## config.mk

```make
export PLATFORM = sky130hd
export DESIGN_NAME = prog_blinker_ctrl
export DESIGN_NICKNAME = d
export VERILOG_FILES = /design/src/rtl/prog_blinker_ctrl.sv
export SDC_FILE = /design/constraint.sdc
export NUM_CORES = 1
export LEC_CHECK = 0
export CAP_MARGIN = 20
export CORE_MARGIN = 10
export CORE_UTILIZATION = 46
export CTS_CLUSTER_SIZE = 20
export DETAILED_ROUTE_END_ITERATION = 12
export GPL_ROUTABILITY_DRIVEN = 0
export PLACE_DENSITY = 0.72
export SLEW_MARGIN = 10
export SYNTH_ARGS = -nofsm -noshare
export SYNTH_HDL_FRONTEND = slang
export SYNTH_SLANG_ARGS = --single-unit
```

## constraint.sdc

```tcl
create_clock -name clk -period 1.5 [get_ports clk]
set_input_delay 0.225 -clock clk [delete_from_list [all_inputs] [get_ports clk]]
set_output_delay 0.225 -clock clk [all_outputs]
set_load 0.03 [all_outputs]
```

## src/rtl/prog_blinker_ctrl.sv

```systemverilog
// Programmable-rate blinker channel: edge-detected rate shifts and a tick counter against H(k).
// Optional BLINK_RATE_WRAP_EN makes the rate index wrap at both ends instead of saturating.
module prog_blinker_ctrl #(
  parameter int NUM_RATES  = 4,
  parameter int BASE_HALF  = 2,
  parameter int CNT_W      = 5,
  parameter int IDX_W      = 2,
  parameter int RESET_RATE = 2
) (
  input  logic             clk,
  input  logic             reset,
  input  logic             enable,
  input  logic             tick,
  input  logic             shift_left,
  input  logic             shift_right,
  output logic             blink_out,
  output logic [IDX_W-1:0] rate_idx,
  output logic             toggle_pulse
);

  localparam logic [IDX_W-1:0] MAX_IDX = IDX_W'(NUM_RATES - 1);
  localparam logic [IDX_W-1:0] RST_IDX = IDX_W'(RESET_RATE);
  localparam logic [CNT_W-1:0] BASE_H  = CNT_W'(BASE_HALF);

  logic [IDX_W-1:0] idx_q, idx_d;
  logic [CNT_W-1:0] cnt_q, cnt_d;
  logic             blink_q, blink_d;
  logic             pulse_q, pulse_d;
  logic             shl_q, shr_q;

  logic             ev_l, ev_r;
  logic             rate_chg;
  logic [CNT_W-1:0] half;
  logic [CNT_W-1:0] half_m1;

  assign ev_l = shift_left  & ~shl_q;
  assign ev_r = shift_right & ~shr_q;

  assign half    = BASE_H << idx_q;
  assign half_m1 = half - CNT_W'(1);

  // Simultaneous left/right edges cancel and are not a rate change.
  always_comb begin
    idx_d    = idx_q;
    rate_chg = 1'b0;
    if (ev_r && !ev_l) begin
      if (idx_q != '0) begin
        idx_d    = idx_q - IDX_W'(1);
        rate_chg = 1'b1;
      end
`ifdef BLINK_RATE_WRAP_EN
      else begin
        idx_d    = MAX_IDX;
        rate_chg = 1'b1;
      end
`endif
    end else if (ev_l && !ev_r) begin
      if (idx_q != MAX_IDX) begin
        idx_d    = idx_q + IDX_W'(1);
        rate_chg = 1'b1;
      end
`ifdef BLINK_RATE_WRAP_EN
      else begin
        idx_d    = '0;
        rate_chg = 1'b1;
      end
`endif
    end
  end

  // Disable dominates; a rate change restarts the period and swallows a coincident tick.
  always_comb begin
    cnt_d   = cnt_q;
    blink_d = blink_q;
    pulse_d = 1'b0;
    if (!enable) begin
      cnt_d   = '0;
      blink_d = 1'b0;
    end else if (rate_chg) begin
      cnt_d = '0;
    end else if (tick) begin
      if (cnt_q == half_m1) begin
        cnt_d   = '0;
        blink_d = ~blink_q;
        pulse_d = 1'b1;
      end else begin
        cnt_d = cnt_q + CNT_W'(1);
      end
    end
  end

  always_ff @(posedge clk or posedge reset) begin
    if (reset) begin
      idx_q   <= RST_IDX;
      cnt_q   <= '0;
      blink_q <= 1'b0;
      pulse_q <= 1'b0;
      shl_q   <= 1'b0;
      shr_q   <= 1'b0;
    end else begin
      idx_q   <= idx_d;
      cnt_q   <= cnt_d;
      blink_q <= blink_d;
      pulse_q <= pulse_d;
      shl_q   <= shift_left;
      shr_q   <= shift_right;
    end
  end

  assign blink_out    = blink_q;
  assign rate_idx     = idx_q;
  assign toggle_pulse = pulse_q;

endmodule

```

* Yosys cells after proc, flatten, opt, wreduce, memory -nomap -nowiden
Index checks and enable logic that the tools add are counted.
** Word-level totals
- Register bits after elaboration :: 11
- Input port bits :: 6
- Output and inout port bits :: 4
- Word-level logic and storage cells :: 52
** Operators by class
- Add/sub/neg operators :: 4
- Equal/unequal tests :: 7
- Shift-type cells :: 1
- Mux-type cells :: 20
- Bitwise operators :: 5
- Reduce and logical (&&, ||, !) cells :: 9
** Operators with widths (number)
- 2-to-1 mux 5 bit :: 4
- 2-to-1 mux 1 bit :: 12
- 2-to-1 mux 2 bit :: 4
- != test 2 x 1 -> 1 bit (second input constant) :: 3
- AND reduction 3 bit :: 2
- nonzero test 2 bit :: 3
- adder 5 x 1 -> 5 bit (second input constant) :: 1
- equality test 5 bit :: 1
- left shift 2 x 2 -> 5 bit (first input constant) :: 1
- subtractor 5 x 1 -> 5 bit (second input constant) :: 1
- != test 2 bit (second input constant) :: 2
- != test 3 x 1 -> 1 bit (second input constant) :: 1
- inverter 1 bit :: 3
- adder 2 x 1 -> 2 bit (second input constant) :: 1
- bitwise AND 1 bit :: 2
- logical AND 1 bit :: 2
- zero test 1 bit :: 2
- subtractor 2 x 1 -> 2 bit (second input constant) :: 1

* Longest topological paths before layout
Gate-level depths: netlist (run 1).
- Word-level depth :: 8
- Gate-level depth with buffers :: 7
- Mapped depth without buffers :: 7

* Worst setup path before layout (run 1)
OpenSTA, ideal clock, no wires.
- Kind :: register -> register
- Start point :: register idx_q[1] (netlist: rate_idx[1])
- End point :: register blink_q (netlist: blink_out)
- Setup time :: 0.079 ns
- Arrival :: 1.505 ns
- Data required time :: 1.421 ns
- Path slack :: -0.085 ns
- Cell stages (with the launch flop) :: 6
- Buffers on the path :: 1
- Period minus slack after synthesis :: 1.585 ns
- Cell sequence :: dfstp_2 > buf_6 > and4_1 > a211oi_4 > nor4_2 > mux2i_1
** Between the ends
- Word-level cells in the longest chain between the ends :: 6
- Elaborated cells between the ends (all ways) :: 12
- Those cells by class :: add/sub: 1; eq/ne: 4; shift: 1; mux: 4; reduce/logical: 2
** Ends and longest elaborated chain
- from (decl) :: RTL line 25 : logic [IDX_W-1:0] idx_q, idx_d;
- from (signal assigned) :: RTL line 101 : idx_q <= idx_d;
- branches (longest 5 deep; another with subtractor 5 x 1 -> 5 bit)
- AND reduction 3 bit (no source line) *
- to (signal assigned) :: RTL line 103 : blink_q <= blink_d;
- to (decl) :: RTL line 27 : logic blink_q, blink_d;
Every way passes the cells marked *.
A chain may end at the register's enable or synchronous reset.

* Worst setup path after layout (run 1)
- Start point :: register shl_q
- End point :: register cnt_q[3]
** Between the ends
- Word-level cells in the longest chain between the ends :: 7
- Elaborated cells between the ends (all ways) :: 10
- Those cells by class :: eq/ne: 1; mux: 4; bitwise: 2; reduce/logical: 3
** Ends and longest elaborated chain
- from (decl) :: RTL line 29 : logic shl_q, shr_q;
- from (signal assigned) :: RTL line 105 : shl_q <= shift_left;
- inverter 1 bit * :: RTL line 36 : assign ev_l = shift_left & ~shl_q;
- bitwise AND 1 bit * :: RTL line 36
- logical AND 1 bit / zero test 1 bit (equally long branches) :: RTL line 57, 46
- 2-to-1 mux 1 bit / logical AND 1 bit (equally long branches) :: RTL line 57, 46
- 2-to-1 mux 1 bit * :: RTL line 46 : if (ev_r && !ev_l) begin
- 2-to-1 mux 5 bit :: RTL line 79 : end else if (rate_chg) begin
- 2-to-1 mux 5 bit :: RTL line 76 : if (!enable) begin
- to (signal assigned) :: RTL line 102 : cnt_q <= cnt_d;
- to (decl) :: RTL line 26 : logic [CNT_W-1:0] cnt_q, cnt_d;
Mark *: on every way between the ends. The rest lies on a longest branch, timed or not.

==> results.toml, run 1 <==
[synth]
synthFlopType = "dfrtp_1"
ys_seq_area_frac = 0.415
synth_area_um2 = 666
ys_ff_latch = 11
synth_cells = 64
syn-num-nets = 73
netlist_top_cells_area = "dfrtp_1, ha_1, dfstp_2"
async_reset_ff_frac = 1.00
synth_top_area_frac = 0.376
synthDistinctLibCells = 28
synth_edf_count = 0
synth_top_area_cell = "dfrtp_1"
synth_warnings = 0
synth.avg_cell_area_um2 = 10.4

[clock_tree]
clkSinkCount = 11
postCtsHoldBufs = 0
cts_tree = "done"
clk_pin_slew_ns = 0.07
cts_buffer_depth = 2
numCtsBuffers = 3
cts_root_buf = "clkbuf_4"
htreeDepth = 1
clock_latency_ns = 0.26

[sta]
finalClockSkew_ns = 0.00394
fin_setup_tns_ns = -0.107
setup_ws_ns = -0.0379
fin_crit_ns = 1.54
maxSlewViolCount = 0
min_period_over_period = 1.03
slew_headroom = 0.716
worst_pin_slew_ns = 0.425
hold_violations = 0
fmax_ghz = 0.650
rsz0062_at_grt = "true"
setup_viol = 6

[cells_and_area]
insertedDiodeCount = 0
seqCellArea_um2 = 277
fillers = 93
fin_area_um2 = 950
drive_gt1_frac = 0.424
final_util = 0.712
syn_to_final_growth_pct = 42.7
finalNetCount = 95
multi_input_area_um2 = 439

[run]
max_cap_violations = 0

[die]
fp.dieH_um = 58.0
die_w_um = 58.0
start_util = 0.499
rows = 13
ios = 10
fp.coreArea_um2 = 1330
dieArea_um2 = 3370

[pwr]
power_frac_clock = 0.294
seq_power_share = 0.490
p_per_area_nw_per_um2 = 715
power_frac_comb = 0.216
peakVddDrop_uv = 464
power_mw = 0.679
power_switching_mw = 0.194
p_sw_frac = 0.286
intPower_mw = 0.485
leakage_nw = 0.414

[detailed_routing]
drc = 0
drt-total-wl_um = 1500
ant_nets = 0
dr.pass1.iters = 4
vias = 540
wl_per_cell_um = 15.0
vias_per_cell = 5.40
drt_iter0_markers = 21

[outcome]
violations = "setup timing"
outcome = "finished, violations left"

[worst_setup_path]
path_buf_inv = 2
slowest_delay_ns = 0.40
path_class = "flop to flop"
required_ns = 1.64
path_cells = "nor2b_4, buf_6, ha_4, a21bo_4, o211ai_1, buf_4, nor3_2"
worst-endpoint-arrival_ns = 1.68
crit_slowest_cell = "dfrtp_1"
crit_family = "compound AO/OA/AOI/OAI gates"
worstSetupStartpointType = "flop"
cp-end-kind = "flop"
critPathMaxFanout = 5

[hold_path]
hp-class = "primary input to flop"

[global_route]
grt_pass1_vias = 527
grt_pass1_wl_um = 2330
grtUsageTotal = 0.0830
grt_max_degree = 12
overflow = 0
antenna_found_initial = 0

[placement]
dpl_worst_slack_ns = -0.467
detailed_place.area_um2 = 802
hpwl_um = 918
io_buffers = 9
-- repair_timing --
| item | CTS | global route |
|---|---|---|
| pin swaps | 8 | 6 |
| resized for setup | 15 | 12 |
| endpoints found under the setup margin | 9 | 7 |
| setup buffers | 3 | 0 |
-- per-stage QoR --
| step | cells | hold slack [ns] |
|---|---|---|
| finish | 100 | 0.169 |
| global route | 100 | 0.162 |
| CTS | 100 | 0.219 |
| detailed placement | 93 | 0.544 |
| global placement | 93 | 0.539 |
| floorplan | 64 | 0.0767 |
-- cells by family (layout without fill, tap and decap cells) --
group | Yosys count | in the layout | share of synthesized area
adder cells (fa/ha/maj) | 3 | 3 | 0.0564
AO/OA/AOI/OAI | 13 | 13 | 0.141
flip-flops | 11 | 11 | 0.415
multiplexers | 2 | 2 | 0.0301
XOR/XNOR | 5 | 5 | 0.0771
AND/OR/NAND/NOR | 23 | 23 | 0.218
buffers and inverters | 7 | 28 | 0.0620
-- layout by cell type, fill, tap and decap left out, types with 2 or more instances in the layout --
cell type	count
a21oi_2	2
buf_4	9
buf_6	3
clkbuf_4	3
clkdlybuf4s50_1	3
dfrtp_1	10
dlygate4sd2_1	3
ha_4	2
inv_1	4
mux2i_1	2
nand2_1	5
nand4_1	2
nor2_1	2
nor2b_1	2
nor3_2	3
o211ai_1	2
o21ai_0	2
xor2_1	2
-- final cells by class --
class,count,share of cell area
inverter,5,0.0198
multi-input combinational,46,0.462
timing repair buffer,19,0.179
tap,15,0.0198
sequential,11,0.291
clock buffer,4,0.0277
-- path summary, 6_finish.rpt --
check	start	slack [ns]	end	cells after the start
worst max register to register	shl_q	-0.04	cnt_q[3]	7
max in group asynchronous	reset	0.92	rate_idx[1]	2
worst max-delay path	shl_q	-0.04	cnt_q[3]	7
worst min register to register	blink_out	0.56	blink_out	2
min in group asynchronous	reset	0.25	cnt_q[4]	2
worst min-delay path	shift_right	0.17	shr_q	1
-- sequential cells by signal (all words and copies together) (netlist names) --
register and count:
shl_q 1, cnt_q 5, shr_q 1, blink_out 1
toggle_pulse 1, rate_idx 2
-- power groups by stage --
stage | sequential, mW | combinational, mW | clock [mW]
final | 0.333 | 0.147 | 0.200
after global routing | 0.335 | 0.158 | 0.227
after global placement | 0.334 | 0.120 | 0
after floorplan | 0.334 | 0.0775 | 0
after CTS | 0.330 | 0.137 | 0.205
after detailed placement | 0.334 | 0.122 | 0
-- Yosys cell counts, types with 2 or more instances --
master / n
a21oi_1: 3
buf_6: 2
dfrtp_1: 10
ha_1: 3
inv_1: 5
mux2i_1: 2
nand2_1: 5
nand2b_1: 2
nand4_1: 2
nor2_1: 3
nor2b_1: 3
nor3_1: 3
o211ai_1: 2
o21ai_0: 3
xnor2_1: 2
xor2_1: 2
-- per-layer routing --
metal | vias up | track usage | routed length [µm]
met3 | 6 | 0.0305 | 83
met4 | 0 | 0.0201 | 37
met5 | - | 0 | 0
met2 | 17 | 0.121 | 645
li1 | 265 | - | -
met1 | 252 | 0.111 | 733
No activity file was read; power rests on OpenSTA's default activity.
==> run 2: changes to the inputs <==
Settings changed: CORE_UTILIZATION 46 to 50, PLACE_DENSITY 0.72 to 0.75.
Clock period 1.5 ns to 1.47 ns, I/O delays scaled along.
==> run 2 against run 1 <==
Sequential power is 2% higher. Count of clock-buffer cells in the layout unchanged. The run still ends with setup timing left. Critical path type unchanged. Critical path depth shrank 3. Largest cell class unchanged.
==> results.toml, run 2 (synthesis gave the netlist of run 1 again) <==
[global_route]
grt_pass1_vias = 556
grt_max_degree = 12
grt_pass1_wl_um = 2470
antenna_found_initial = 0
overflow = 0
grtUsageTotal = 0.0974

[cells_and_area]
finalNetCount = 96
fin_area_um2 = 901
drive_gt1_frac = 0.372
largest_register_ffs = 5
insertedDiodeCount = 0
top_register = "cnt_q"
mostFrequentLayoutCell = "buf_4"
final_util = 0.701
final_cell_mix = "buf_4, dfrtp_1, inv_1, nand2_1, clkdlybuf4s50_1"
syn_to_final_growth_pct = 35.3

[sta]
fin_crit_ns = 1.48
holdWs_ns = 0.0960
setup_ws_ns = -0.0136
slew_headroom = 0.728
fmax_ghz = 0.674
fin_setup_tns_ns = -0.0136
setup_viol = 1
min_period_over_period = 1.01
worst_pin_slew_ns = 0.408
finalClockSkew_ns = 0.000419
hold_violations = 0
rsz0062_at_grt = "true"
maxSlewViolCount = 0

[die]
dieArea_um2 = 3190
start_util = 0.518
fp.dieH_um = 56.5
ios = 10
rows = 13
fp.coreArea_um2 = 1280
die_w_um = 56.5

[outcome]
violations = "setup timing"
outcome = "finished, violations left"

[pwr]
p_per_area_nw_per_um2 = 764
leakage_nw = 0.395
peakVddDrop_uv = 558
power_mw = 0.688

[worst_setup_path]
cp-end-kind = "flop"
worst-endpoint-arrival_ns = 1.69
worstSetupStartpointType = "flop"
critPathMaxFanout = 5
path_class = "flop to flop"
crit_slowest_cell = "dfstp_2"
required_ns = 1.67
slowest_delay_ns = 0.60
crit_family = "flip-flops"
path_buf_inv = 0
path_cells = "xnor2_1, nand3b_1, nor4_2, mux2i_1"

[detailed_routing]
vias_per_cell = 5.44
drt_iter0_markers = 16
ant_nets = 0
drt-total-wl_um = 1420
drc = 0
wl_per_cell_um = 14.1
dr.pass1.iters = 4
vias = 549

[clock_tree]
cts_tree = "done"
cts_root_buf = "clkbuf_4"
htreeDepth = 1
postCtsHoldBufs = 0
clk_pin_slew_ns = 0.07
clock_latency_ns = 0.27
numCtsBuffers = 3
cts_buffer_depth = 2
clkSinkCount = 11

[placement]
hpwl_um = 955
io_buffers = 9
detailed_place.area_um2 = 802

[hold_path]
hp-class = "primary input to flop"

[run]
max_cap_violations = 0
==> run 2: changes by cell type in the layout (fill, tap and decap cells not counted), sizes merged <==
cell and change:
dlygate4sd2 -1, buf +1, clkdlybuf4s50 +1
==> run 2: timing repair <==
action,4_1_cts,5_1_grt
setup endpoints to repair,9,7
pin swaps,4,3
gates resized for setup,9,6
setup buffers,4,0
==> run 2: cell type report <==
| class | instances | area [µm²] |
|---|---|---|
| Timing Repair Buffer | 20 | 168 |
| Tap cell | 15 | 18.8 |
| Clock buffer | 4 | 26.3 |
| Fill cell | 91 | 384 |
| Multi-Input combinational cell | 46 | 392 |
| Inverter | 5 | 18.8 |
| Sequential cell | 11 | 278 |
==> run 2: routing by layer <==
metal | wire [µm] | vias up | track usage
li1 | - | 266 | -
met1 | 638 | 261 | 0.107
met2 | 644 | 18 | 0.141
met3 | 88 | 4 | 0.0315
met4 | 52 | 0 | 0.0962
met5 | 0 | - | 0
==> run 2: metrics by stage <==
step	worst slack (ns)	std cells
floorplan	-0.102	64
global placement	-0.417	93
detailed placement	-0.474	93
CTS	-0.0120	101
global route	-0.105	101
finish	-0.0136	101
==> run 2: path summary, 6_finish.rpt <==
| kind | slack (ns) | to | start | depth (start not counted) |
|---|---|---|---|---|
| worst max-delay path | -0.01 | blink_out | rate_idx[1] | 4 |
| worst min-delay path | 0.1 | shl_q | shift_left | 1 |
| worst max register to register | -0.01 | blink_out | rate_idx[1] | 4 |
| worst min register to register | 0.55 | blink_out | blink_out | 2 |
| max in group asynchronous | 0.92 | rate_idx[1] | reset | 2 |
| min in group asynchronous | 0.23 | cnt_q[2] | reset | 2 |
==> run 2: report_power, final <==
group	switching [mW]	internal, mW
sequential	0.0247	0.316
clock	0.113	0.105
combinational	0.0661	0.0634
total	0.204	0.485
==> run 2: worst register-to-register path: stages, from the launching register on <==
cell and delay (ns):
dfstp_2 0.60, xnor2_1 0.13, nand3b_1 0.16, nor4_2 0.30, mux2i_1 0.21
